$ cat src/rtl/max7219_if_arbiter_pkg.sv
// Shared definitions for the MAX7219 interface arbiter: FSM states,
// requester count and frame-timeout counter width.
package pkg_max7219;

    localparam int unsigned C_NUM_REQ   = 2;
    localparam int unsigned C_CNT_WIDTH = 16;

    typedef enum logic [1:0] {
        ST_IDLE    = 2'd0,
        ST_GRANTED = 2'd1,
        ST_BUSY    = 2'd2
    } state_t;

    // Index of the set bit in a two-requester one-hot vector.
    function automatic logic onehot_to_idx(input logic [C_NUM_REQ-1:0] oh);
        return oh[1];
    endfunction

endpackage

$ cat src/rtl/max7219_if_arbiter_rr_arb.sv
// Two-way round-robin selector: on contention the requester that was not
// granted last wins.
module max7219_rr_arb
    import pkg_max7219::*;
(
    input  logic [C_NUM_REQ-1:0] req,
    input  logic [C_NUM_REQ-1:0] last_grant,
    output logic [C_NUM_REQ-1:0] grant
);

    // Winner selection from the request vector and last-grant history.
    always_comb begin
        grant = 2'b00;
        if (req[0] && req[1]) begin
            grant = last_grant[0] ? 2'b10 : 2'b01;
        end else if (req[0]) begin
            grant = 2'b01;
        end else if (req[1]) begin
            grant = 2'b10;
        end else begin
            grant = 2'b00;
        end
    end

endmodule

$ cat src/rtl/max7219_if_arbiter.sv
// Arbitrates two command requesters onto one max7219_if, holding ownership
// for a whole frame (words up to and including the en_load word).
module max7219_if_arbiter
    import pkg_max7219::*;
#(
    parameter int G_DATA_WIDTH    = 16,
    parameter int G_FRAME_TIMEOUT = 1000
) (
    input  logic                    clk,
    input  logic                    rst_n,
    input  logic [C_NUM_REQ-1:0]    i_req,
    output logic [C_NUM_REQ-1:0]    o_grant,
    input  logic [C_NUM_REQ-1:0]    i_start,
    input  logic                    i_en_load0,
    input  logic                    i_en_load1,
    input  logic [G_DATA_WIDTH-1:0] i_data0,
    input  logic [G_DATA_WIDTH-1:0] i_data1,
    output logic [C_NUM_REQ-1:0]    o_done,
    output logic                    o_timeout,
    output logic                    o_max7219_if_start,
    output logic                    o_max7219_if_en_load,
    output logic [G_DATA_WIDTH-1:0] o_max7219_if_data,
    input  logic                    i_max7219_if_done
);

    localparam logic [C_CNT_WIDTH-1:0] TIMEOUT_C = G_FRAME_TIMEOUT[C_CNT_WIDTH-1:0];

    state_t                   state_r, state_s;
    logic [C_NUM_REQ-1:0]     grant_r, grant_s;
    logic [C_NUM_REQ-1:0]     last_r, last_s;
    logic [C_CNT_WIDTH-1:0]   cnt_r, cnt_s, cnt_inc_s;
    logic [G_DATA_WIDTH-1:0]  data_r, data_s, sel_data_s;
    logic                     en_load_r, en_load_s, sel_en_load_s;
    logic                     if_start_r, if_start_s;
    logic [C_NUM_REQ-1:0]     done_r, done_s;
    logic                     timeout_r, timeout_s;
    logic                     ready_r;
    logic [C_NUM_REQ-1:0]     arb_grant_s;
    logic                     owner_s;

    max7219_rr_arb u_rr_arb (
        .req        (i_req),
        .last_grant (last_r),
        .grant      (arb_grant_s)
    );

    assign owner_s       = onehot_to_idx(grant_r);
    assign sel_data_s    = owner_s ? i_data1 : i_data0;
    assign sel_en_load_s = owner_s ? i_en_load1 : i_en_load0;
    assign cnt_inc_s     = cnt_r + 16'd1;

    // Next-state and registered-output computation for the ownership FSM.
    always_comb begin
        state_s    = state_r;
        grant_s    = grant_r;
        last_s     = last_r;
        cnt_s      = cnt_r;
        data_s     = data_r;
        en_load_s  = en_load_r;
        if_start_s = 1'b0;
        done_s     = 2'b00;
        timeout_s  = 1'b0;
        case (state_r)
            ST_IDLE: begin
                // ready_r keeps the first post-reset edge grant-free.
                if (ready_r && (i_req != 2'b00)) begin
                    state_s = ST_GRANTED;
                    grant_s = arb_grant_s;
                    last_s  = arb_grant_s;
                    cnt_s   = {C_CNT_WIDTH{1'b0}};
                end else begin
                    state_s = ST_IDLE;
                end
            end
            ST_GRANTED: begin
                // An owner start beats both release and the timeout terminal count.
                if (i_start[owner_s]) begin
                    state_s    = ST_BUSY;
                    data_s     = sel_data_s;
                    en_load_s  = sel_en_load_s;
                    if_start_s = 1'b1;
                    cnt_s      = {C_CNT_WIDTH{1'b0}};
                end else if (!i_req[owner_s]) begin
                    state_s = ST_IDLE;
                    grant_s = 2'b00;
                end else if (cnt_inc_s == TIMEOUT_C) begin
                    state_s   = ST_IDLE;
                    grant_s   = 2'b00;
                    timeout_s = 1'b1;
                end else begin
                    cnt_s = cnt_inc_s;
                end
            end
            ST_BUSY: begin
                if (i_max7219_if_done) begin
                    done_s = grant_r;
                    if (en_load_r) begin
                        state_s = ST_IDLE;
                        grant_s = 2'b00;
                    end else begin
                        state_s = ST_GRANTED;
                        cnt_s   = {C_CNT_WIDTH{1'b0}};
                    end
                end else begin
                    state_s = ST_BUSY;
                end
            end
            default: begin
                state_s = ST_IDLE;
                grant_s = 2'b00;
            end
        endcase
    end

    // State and output registers with asynchronous reset.
    always_ff @(posedge clk or negedge rst_n) begin
        if (!rst_n) begin
            state_r    <= ST_IDLE;
            grant_r    <= 2'b00;
            last_r     <= 2'b10;
            cnt_r      <= {C_CNT_WIDTH{1'b0}};
            data_r     <= {G_DATA_WIDTH{1'b0}};
            en_load_r  <= 1'b0;
            if_start_r <= 1'b0;
            done_r     <= 2'b00;
            timeout_r  <= 1'b0;
            ready_r    <= 1'b0;
        end else begin
            state_r    <= state_s;
            grant_r    <= grant_s;
            last_r     <= last_s;
            cnt_r      <= cnt_s;
            data_r     <= data_s;
            en_load_r  <= en_load_s;
            if_start_r <= if_start_s;
            done_r     <= done_s;
            timeout_r  <= timeout_s;
            ready_r    <= 1'b1;
        end
    end

    assign o_grant              = grant_r;
    assign o_done               = done_r;
    assign o_timeout            = timeout_r;
    assign o_max7219_if_start   = if_start_r;
    assign o_max7219_if_en_load = en_load_r;
    assign o_max7219_if_data    = data_r;

endmodule
$ cat config.mk
export PLATFORM = sky130hd
export DESIGN_NAME = max7219_if_arbiter
export DESIGN_NICKNAME = d
export VERILOG_FILES = /design/src/rtl/max7219_if_arbiter_pkg.sv /design/src/rtl/max7219_if_arbiter_rr_arb.sv /design/src/rtl/max7219_if_arbiter.sv
export SDC_FILE = /design/constraint.sdc
export NUM_CORES = 1
export LEC_CHECK = 0
export ABC_AREA = 0
export CORE_ASPECT_RATIO = 1.75
export CORE_MARGIN = 2
export CORE_UTILIZATION = 50
export CTS_BUF_LIST = sky130_fd_sc_hd__clkbuf_8
export DETAILED_ROUTE_END_ITERATION = 10
export HOLD_SLACK_MARGIN = 0.15
export PLACE_DENSITY = 0.81
export SYNTH_ARGS = -nofsm -noshare
export SYNTH_HDL_FRONTEND = slang
export SYNTH_SLANG_ARGS = --single-unit
$ cat constraint.sdc
create_clock -name clk -period 7.74 [get_ports clk]
set_input_delay 0.774 -clock clk [delete_from_list [all_inputs] [get_ports clk]]
set_output_delay 0.774 -clock clk [all_outputs]
set_load 0.05 [all_outputs]
==> results of run 1 <==
[final timing paths]
kind | from | to | slack [ns] | depth (start not counted)
max in group asynchronous | rst_n | state_r[0] | 6.52 | 1
worst min register to register | ready_r | last_r[0] | 0.47 | 1
worst max register to register | cnt_r[1] | cnt_r[5] | 4.47 | 8
worst min-delay path | ready_r | last_r[0] | 0.47 | 1
worst max-delay path | cnt_r[1] | cnt_r[5] | 4.47 | 8
min in group asynchronous | rst_n | o_max7219_if_data[6] | 0.62 | 1
[per-stage QoR]
stage / utilization [%] / cell area (µm²)
after detailed placement: 63.76 / 3119
after global placement: 63.76 / 3119
after floorplan: - / 2492
after CTS: 66.47 / 3252
final: 66.47 / 3252
after global routing: 66.47 / 3252
[state kept, by name, summed over array words and instances (netlist names)]
name,cells
cnt_r,16
o_grant,2
o_timeout,1
state_r,2
o_max7219_if_data,16
o_done,2
o_max7219_if_start,1
o_max7219_if_en_load,1
ready_r,1
last_r,1
[Yosys cell counts (3+ instances only)]
cell,count,share of area [%]
nand2b_1,4,1.0
a22oi_1,4,1.2
and3_1,3,0.75
nand4_1,4,1.0
nand3_1,15,3.0
a21o_1,4,1.2
nor3_1,8,1.6
clkbuf_1,8,1.2
a21oi_1,22,4.4
nor4b_1,3,1.1
nor2_1,32,4.8
mux2i_1,19,7.6
inv_1,6,0.90
or3_1,4,1.0
dfrtp_1,43,43
o21ai_0,13,2.6
buf_2,3,0.60
nand2_1,29,4.4
a31o_2,3,1.1
nor4_1,4,1.0
[metal layers]
layer  part of all wire, %  up-vias  routed length, µm  track usage, %
li1                      -     1110                  -               -
met1                    39     1079               2347           24.91
met2                    52       79               3159           40.38
met3                   6.4       18                390           4.927
met4                   2.7        0                165           9.839
met5                     0        -                  0               0
[logic make-up after synthesis]
family | share of synthesized area (%)
xor gates and xnor gates | 0.3515
AOI/OAI and AO/OA | 18.37
buffers and inverters | 3.664
adders and majority gates | 1.004
and+or+nand+nor | 24.75
DFF | 43.17
muxes | 8.534
other | 0.1505
[power groups by stage]
stage	registers, mW	logic (mW)	clock network, mW
CTS	0.352	0.518	0.211
floorplan	0.498	0.201	0
detailed placement	0.357	0.517	0
global route	0.362	0.552	0.218
finish	0.352	0.513	0.206
global placement	0.354	0.509	0
[final cells by class]
type | count | area [µm²]
clock buffers | 5 | 68.82
fillers | 401 | 1640
flip-flops and latches | 43 | 1076
well taps | 54 | 67.56
inverters | 6 | 22.52
multi-input cells | 211 | 1328
repair buffers | 63 | 625.6
clock inverters | 3 | 63.81
==> impl_metrics.env, run 1 <==
export IMPL_arrival_ns=3.46
export IMPL_synth_edf_count=0
export IMPL_setup_violations=0
export IMPL_die_y_um=97.40
export IMPL_clock_latency_ns=0.30
export IMPL_max_freq_mhz=306.3
export IMPL_critPathCaptureType="flip-flop"
export IMPL_p_switching_mw=0.4765
export IMPL_vias=2286
export IMPL_start_util_pct=50.95
export IMPL_grt_pass1_wl_um=10180
export IMPL_antenna_found_initial=0
export IMPL_intPower_mw=0.5947
export IMPL_path_clk_slew_ns=0.08
export IMPL_crit_family="compound AO/OA/AOI/OAI gates"
export IMPL_drt_pass1_iterations=4
export IMPL_via_per_inst=5.938
export IMPL_worstPathCellList="ha_1 -> nand4_4 -> nor3_1 -> or3_1 -> a22oi_1 -> a21oi_2 -> a311oi_1 -> a211o_1"
export IMPL_irDropWorstVdd_mv=0.2591
export IMPL_cts_made_buffers=5
export IMPL_combPwrFrac_pct=47.9
export IMPL_nNetsFinal=373
export IMPL_worstSetupStartpointType="flip-flop"
export IMPL_ys_flop_type="dfrtp_1"
export IMPL_fin_hold_ws_ns=0.4710
export IMPL_fp_dieArea_um2=5588
export IMPL_drcViolationCount=0
export IMPL_holdCritPathClass="reg2reg"
export IMPL_grt_pass1_vias=2294
export IMPL_required_ns=7.93
export IMPL_relSlewSlack_pct=20.49
export IMPL_gp_routability_congestion=0.9283
export IMPL_synth_seq_cells=43
export IMPL_hold_violations=0
export IMPL_syn_instance_count=275
export IMPL_status="finished clean"
export IMPL_clock_root_buffer="clkbuf_8"
export IMPL_clock_skew_final_ns=0.004376
export IMPL_drive_above_1_share_pct=5.740
export IMPL_final_cell_mix="clkdlybuf4s50_1, dfrtp_1, nor2_1, nand2_1, a21oi_1"
export IMPL_finalPower_mw=1.071
export IMPL_ctsResizeCount=0
export IMPL_netlist_area_um2=2492
export IMPL_first_iter_violations=102
export IMPL_ys_types=51
export IMPL_layout_cells_non_filler=385
export IMPL_yosysSeqAreaShare_pct=43.17
export IMPL_die_w_um=57.37
export IMPL_final_common_cell="clkdlybuf4s50_1"
export IMPL_wl_per_cell_um=15.75
export IMPL_cts_sinks=43
export IMPL_ys_warn_count=0
export IMPL_crit_slowest_cell="a21oi_2"
export IMPL_syn_num_nets=318
export IMPL_syn_area_per_cell_um2=9.063
export IMPL_critical_path_max_stage_delay_ns=0.85
export IMPL_dp_final_hpwl_um=4364
export IMPL_cts_tree="done"
export IMPL_critPathMaxFanout=27
export IMPL_post_route_period_util_pct=42.18
export IMPL_cts_hold_fix_buffers=0
export IMPL_diodes=0
export IMPL_grt_usage_pct=22.70
export IMPL_rsz0062_at_grt="false"
export IMPL_drv_slew=0
export IMPL_clockBufferDepth=2
export IMPL_synthArstFlopShare_pct=100.0
export IMPL_htreeDepth=2
export IMPL_core_area_um2=4892
export IMPL_layout_setup_ws_ns=4.475
export IMPL_path_class="reg2reg"
export IMPL_io_buffers=63
export IMPL_placedCellCount=377
export IMPL_swShare_pct=44.48
export IMPL_cap_violations=0
export IMPL_tightest_slew_ns=1.191
export IMPL_cts_setup_buffers=0
export IMPL_dpl_worst_slack_ns=4.526
export IMPL_area_growth_syn_to_layout_pct=30.47
export IMPL_placementRows=34
export IMPL_routed_wl_um=6062
export IMPL_p_leak_nw=1.321
export IMPL_grt_ovfl_total=0
export IMPL_p_clk_share_pct=19.2
export IMPL_post_route_min_period_ns=3.265
export IMPL_io_pin_count=64
export IMPL_powerDensity_nw_per_um2=329.4
export IMPL_antenna_left=0
export IMPL_grt_max_degree=44
export IMPL_seq_power_share_pct=32.8
export IMPL_finalSetupTns_ns=0
export IMPL_critPathBufInv=0
Power figures use the tool's default switching activity.
==> run 2: changes to the inputs <==
- clock period: 7.74 -> 3.3 ns (I/O delays scaled with it)
==> run 2 against run 1 <==
Against the previous run:
- non-clock buffer count increased by 5
- first-iteration DRC count decreased by 23%
- hold slack got worse by 0.30 ns
- count of clock-buffer cells in the layout unchanged
- core utilization increased by 0.77 points
- critical path depth increased by 1
- maximum frequency increased by 12%
- critical endpoint is now cnt_r[6]
- worst setup slack got worse by 4.1 ns
==> impl_metrics.env, run 2 (same netlist as run 1, synthesis figures left out) <==
export IMPL_start_util_pct=50.95
export IMPL_die_w_um=57.37
export IMPL_drcViolationCount=0
export IMPL_ctsResizeCount=0
export IMPL_gp_routability_congestion=0.9190
export IMPL_clockBufferDepth=2
export IMPL_n_fill_cell=398
export IMPL_drv_slew=0
export IMPL_cts_tree="done"
export IMPL_post_route_min_period_ns=2.927
export IMPL_vias=2322
export IMPL_clock_skew_final_ns=0.006066
export IMPL_core_area_um2=4892
export IMPL_grt_ovfl_total=0
export IMPL_via_per_inst=5.954
export IMPL_die_y_um=97.40
export IMPL_worstPathCellList="ha_1 -> nand4_4 -> nor4_4 -> nand4b_2 -> a2111oi_4 -> a21oi_2 -> buf_4 -> a22o_1 -> a31o_2"
export IMPL_io_buffers=63
export IMPL_reg2reg_from="cnt_r[1]"
export IMPL_multi_input_area_um2=1328
export IMPL_arrival_ns=3.12
export IMPL_dp_final_hpwl_um=4553
export IMPL_cts_sinks=43
export IMPL_clock_latency_ns=0.30
export IMPL_cts_hold_fix_buffers=0
export IMPL_p_leak_nw=1.346
export IMPL_powerDensity_nw_per_um2=770.1
export IMPL_fin_area_um2=3289
export IMPL_io_pin_count=64
export IMPL_setup_violations=0
export IMPL_diodes=0
export IMPL_max_freq_mhz=341.6
export IMPL_worst_r2r_cell_count=9
export IMPL_hold_violations=0
export IMPL_worstSetupStartpointType="flip-flop"
export IMPL_cts_made_buffers=5
export IMPL_fp_dieArea_um2=5588
export IMPL_grt_max_degree=44
export IMPL_cts_setup_buffers=0
export IMPL_tightest_slew_ns=0.9443
export IMPL_critPathCaptureType="flip-flop"
export IMPL_critPathMaxFanout=11
export IMPL_crit_slowest_cell="a2111oi_4"
export IMPL_status="finished clean"
export IMPL_htreeDepth=2
export IMPL_grt_usage_pct=23.59
export IMPL_path_class="reg2reg"
export IMPL_final_cell_mix="clkdlybuf4s50_1, dfrtp_1, nor2_1, nand2_1, a21oi_1"
export IMPL_first_iter_violations=79
export IMPL_dpl_cell_area_um2=3157
export IMPL_setup_worst_path_start="cnt_r[1]"
export IMPL_nNetsFinal=378
export IMPL_relSlewSlack_pct=37.05
export IMPL_finalSetupTns_ns=0
export IMPL_clock_root_buffer="clkbuf_8"
export IMPL_final_common_cell="clkdlybuf4s50_1"
export IMPL_routed_wl_um=6176
export IMPL_holdCritPathClass="in2async"
export IMPL_grt_pass1_wl_um=10360
export IMPL_antenna_left=0
export IMPL_path_clk_slew_ns=0.08
export IMPL_required_ns=3.49
export IMPL_grt_pass1_vias=2245
export IMPL_regArea_um2=1076
export IMPL_post_route_period_util_pct=88.71
export IMPL_critical_path_max_stage_delay_ns=0.46
export IMPL_placementRows=34
export IMPL_wl_per_cell_um=15.84
export IMPL_drt_pass1_iterations=4
export IMPL_area_growth_syn_to_layout_pct=31.98
export IMPL_drive_above_1_share_pct=7.143
export IMPL_irDropWorstVdd_mv=0.6654
export IMPL_rsz0062_at_grt="false"
export IMPL_antenna_found_initial=0
export IMPL_cap_violations=0
## run 2: stage by stage
step	power (mW)	util, %	setup slack [ns]	hold slack (ns)	instances
final	2.533	67.24	0.3727	0.1728	390
after global routing	2.681	67.24	0.1760	0.2606	390
after CTS	2.557	67.24	0.3910	0.2095	390
after detailed placement	2.068	64.53	0.4326	0.4484	382
after global placement	2.033	64.53	0.5277	0.4427	382
after floorplan	1.637	-	0.7446	0.03441	275
## run 2: power by group
group	leakage (nW)	internal (mW)	switching, mW
sequential	0.540	0.670	0.120
clock	0.0695	0.299	0.183
combinational	0.736	0.441	0.819
total	1.35	1.41	1.12
## run 2: layer usage
layer,global-route usage [%],share of wire (%),vias up
met4,11.99,3.1,0
met5,0,0,-
met1,26.38,38,1101
met2,41.35,53,88
li1,-,-,1119
met3,3.995,6.1,14
## run 2: layout make-up
cell class                      count  share of cell area (%)
Multi-Input combinational cell    211                   40.36
Clock inverter                      3                   1.940
Sequential cell                    43                   32.71
Inverter                            6                  0.6847
Tap cell                           54                   2.054
Timing Repair Buffer               68                   20.16
Clock buffer                        5                   2.092
## run 2: critical path, delay by kind of cell, from the launching register on
kind	cells	cell delay, ns
AOI/OAI and AO/OA	4	1.01
and+or+nand+nor	3	0.78
DFF	1	0.45
adders and majority gates	1	0.35
buffers and inverters	1	0.21
## run 2: final timing paths
path	end	slack [ns]
worst min-delay path	o_max7219_if_data[6]	0.17
worst min register to register	last_r[0]	0.46
max in group asynchronous	cnt_r[0]	2.54
min in group clk	last_r[0]	0.46
worst max register to register	cnt_r[6]	0.37
worst max-delay path	cnt_r[6]	0.37
==> run 3: changes to the inputs <==
- PLACE_DENSITY: 0.81 -> 0.78
- REMOVE_ABC_BUFFERS: default -> 1
==> run 3 against run 2 <==
Against the previous run:
- core utilization shrank 0.51 points
- count of clock-buffer cells in the layout unchanged
- clock power down 32%
- maximum frequency shrank 2.1%
- largest power group unchanged
- sequential power fell by 1%
- sequential cell count did not move
- final cell count increased by 0.51%
- hold slack got worse by 0.0016 ns
- register-to-register slack got worse by 0.06 ns
- worst setup slack got worse by 0.064 ns
==> impl_metrics.env, run 3 (same netlist as run 1, synthesis figures left out) <==
export IMPL_p_leak_nw=1.333
export IMPL_clock_skew_final_ns=0.008748
export IMPL_rrSetupSlack_ns=0.31
export IMPL_clock_root_buffer="clkbuf_8"
export IMPL_clock_latency_ns=0.30
export IMPL_drt_pass1_iterations=4
export IMPL_layout_cells_non_filler=392
export IMPL_final_common_cell="clkdlybuf4s50_1"
export IMPL_path_class="reg2reg"
export IMPL_crit_family="simple AND/OR/NAND/NOR gates"
export IMPL_start_util_pct=50.95
export IMPL_dp_final_hpwl_um=4613
export IMPL_critPathBufInv=0
export IMPL_cts_made_buffers=5
export IMPL_antenna_found_initial=0
export IMPL_grt_pass1_vias=2313
export IMPL_regArea_um2=1076
export IMPL_finalPower_mw=2.369
export IMPL_placedCellCount=384
export IMPL_critPathMaxFanout=27
export IMPL_io_buffers=63
export IMPL_fin_hold_ws_ns=0.1711
export IMPL_cts_hold_fix_buffers=0
export IMPL_placementRows=34
export IMPL_drv_slew=0
export IMPL_max_freq_mhz=334.3
export IMPL_via_per_inst=5.885
export IMPL_tightest_slew_ns=0.9474
export IMPL_area_growth_syn_to_layout_pct=30.97
export IMPL_critical_path_max_stage_delay_ns=0.51
export IMPL_cts_tree="done"
export IMPL_drive_above_1_share_pct=7.692
export IMPL_cts_setup_buffers=0
export IMPL_routed_wl_um=6270
export IMPL_core_area_um2=4892
export IMPL_drcViolationCount=0
export IMPL_setup_violations=0
export IMPL_post_route_min_period_ns=2.992
export IMPL_first_iter_violations=79
export IMPL_use_met2_pct=42.22
export IMPL_multi_input_area_um2=1335
export IMPL_rsz0062_at_grt="false"
export IMPL_diodes=0
export IMPL_vias=2307
export IMPL_grt_ovfl_total=0
export IMPL_use_met1_pct=27.15
export IMPL_dpl_worst_slack_ns=0.1227
export IMPL_required_ns=3.49
export IMPL_htreeDepth=2
export IMPL_die_w_um=57.37
export IMPL_status="finished clean"
export IMPL_nNetsFinal=380
export IMPL_crit_slowest_cell="a2111oi_4"
export IMPL_grt_busiest_layer="met2"
export IMPL_critPathCaptureType="flip-flop"
export IMPL_holdCritPathClass="in2async"
export IMPL_dpl_cell_area_um2=3172
export IMPL_fp_dieArea_um2=5588
export IMPL_worstSetupStartpointType="flip-flop"
export IMPL_ctsResizeCount=0
export IMPL_post_route_period_util_pct=90.65
export IMPL_hold_violations=0
export IMPL_gp_routability_congestion=0.8828
export IMPL_cts_sinks=43
export IMPL_worstPathCellList="ha_1 -> nand4_4 -> nor4_4 -> nand4b_2 -> a2111oi_4 -> a21oi_4 -> and2_1 -> mux2_2"
export IMPL_grt_usage_pct=23.78
export IMPL_relSlewSlack_pct=36.84
export IMPL_fin_area_um2=3264
export IMPL_arrival_ns=3.18
export IMPL_grt_max_degree=44
export IMPL_grt_pass1_wl_um=10650
export IMPL_layout_setup_ws_ns=0.3085
export IMPL_irDropWorstVdd_mv=0.5755
export IMPL_final_cell_mix="clkdlybuf4s50_1, dfrtp_1, nor2_1, nand2_1, a21oi_1"
export IMPL_cap_violations=0
export IMPL_grt_use_met3_pct=4.927
export IMPL_clockBufferDepth=2
export IMPL_io_pin_count=64
export IMPL_n_fill_cell=419
export IMPL_path_clk_slew_ns=0.08
export IMPL_final_core_util_pct=66.73
export IMPL_antenna_left=0
export IMPL_die_y_um=97.40
export IMPL_finalSetupTns_ns=0
export IMPL_wl_per_cell_um=15.99
export IMPL_powerDensity_nw_per_um2=725.8
run 3: cell types whose count changed in the layout (fill, tap and decap cells not counted), sizes merged:
cell      before  now
clkinvlp       0    1
bufinv         2    0
clkinv         0    1
buf            6    8
run 3: metal layers:
| layer | vias to the layer above | part of all wire, % | wire [µm] |
|---|---|---|---|
| met5 | - | 0 | 0 |
| met4 | 0 | 2.2 | 140 |
| met3 | 12 | 5.5 | 343 |
| met2 | 74 | 54 | 3387 |
| met1 | 1093 | 38 | 2398 |
| li1 | 1128 | - | - |
run 3: layout make-up:
| cell class | instances | area share (%) |
|---|---|---|
| sequential | 43 | 32.96 |
| clock buffer | 5 | 2.108 |
| inverter | 6 | 0.6899 |
| clock inverter | 3 | 0.4983 |
| timing repair buffer | 70 | 20.77 |
| multi-input combinational | 211 | 40.90 |
| tap | 54 | 2.070 |
run 3: final timing paths:
check                         start                   end  depth (start not counted)
setup / recovery           cnt_r[0]              cnt_r[0]                          8
hold / removal                rst_n  o_max7219_if_data[2]                          1
setup reg to reg           cnt_r[0]              cnt_r[0]                          8
hold reg to reg             ready_r             last_r[0]                          1
max in group asynchronous     rst_n              cnt_r[3]                          1
min in group clk            ready_r             last_r[0]                          1
run 3: where the power goes:
group / leakage (nW) / total [mW] / switching [mW] / internal [mW]
Combinational: 0.748 / 1.26 / 0.822 / 0.436
Clock: 0.0453 / 0.328 / 0.183 / 0.145
Sequential: 0.540 / 0.783 / 0.113 / 0.671
Total: 1.33 / 2.37 / 1.12 / 1.25
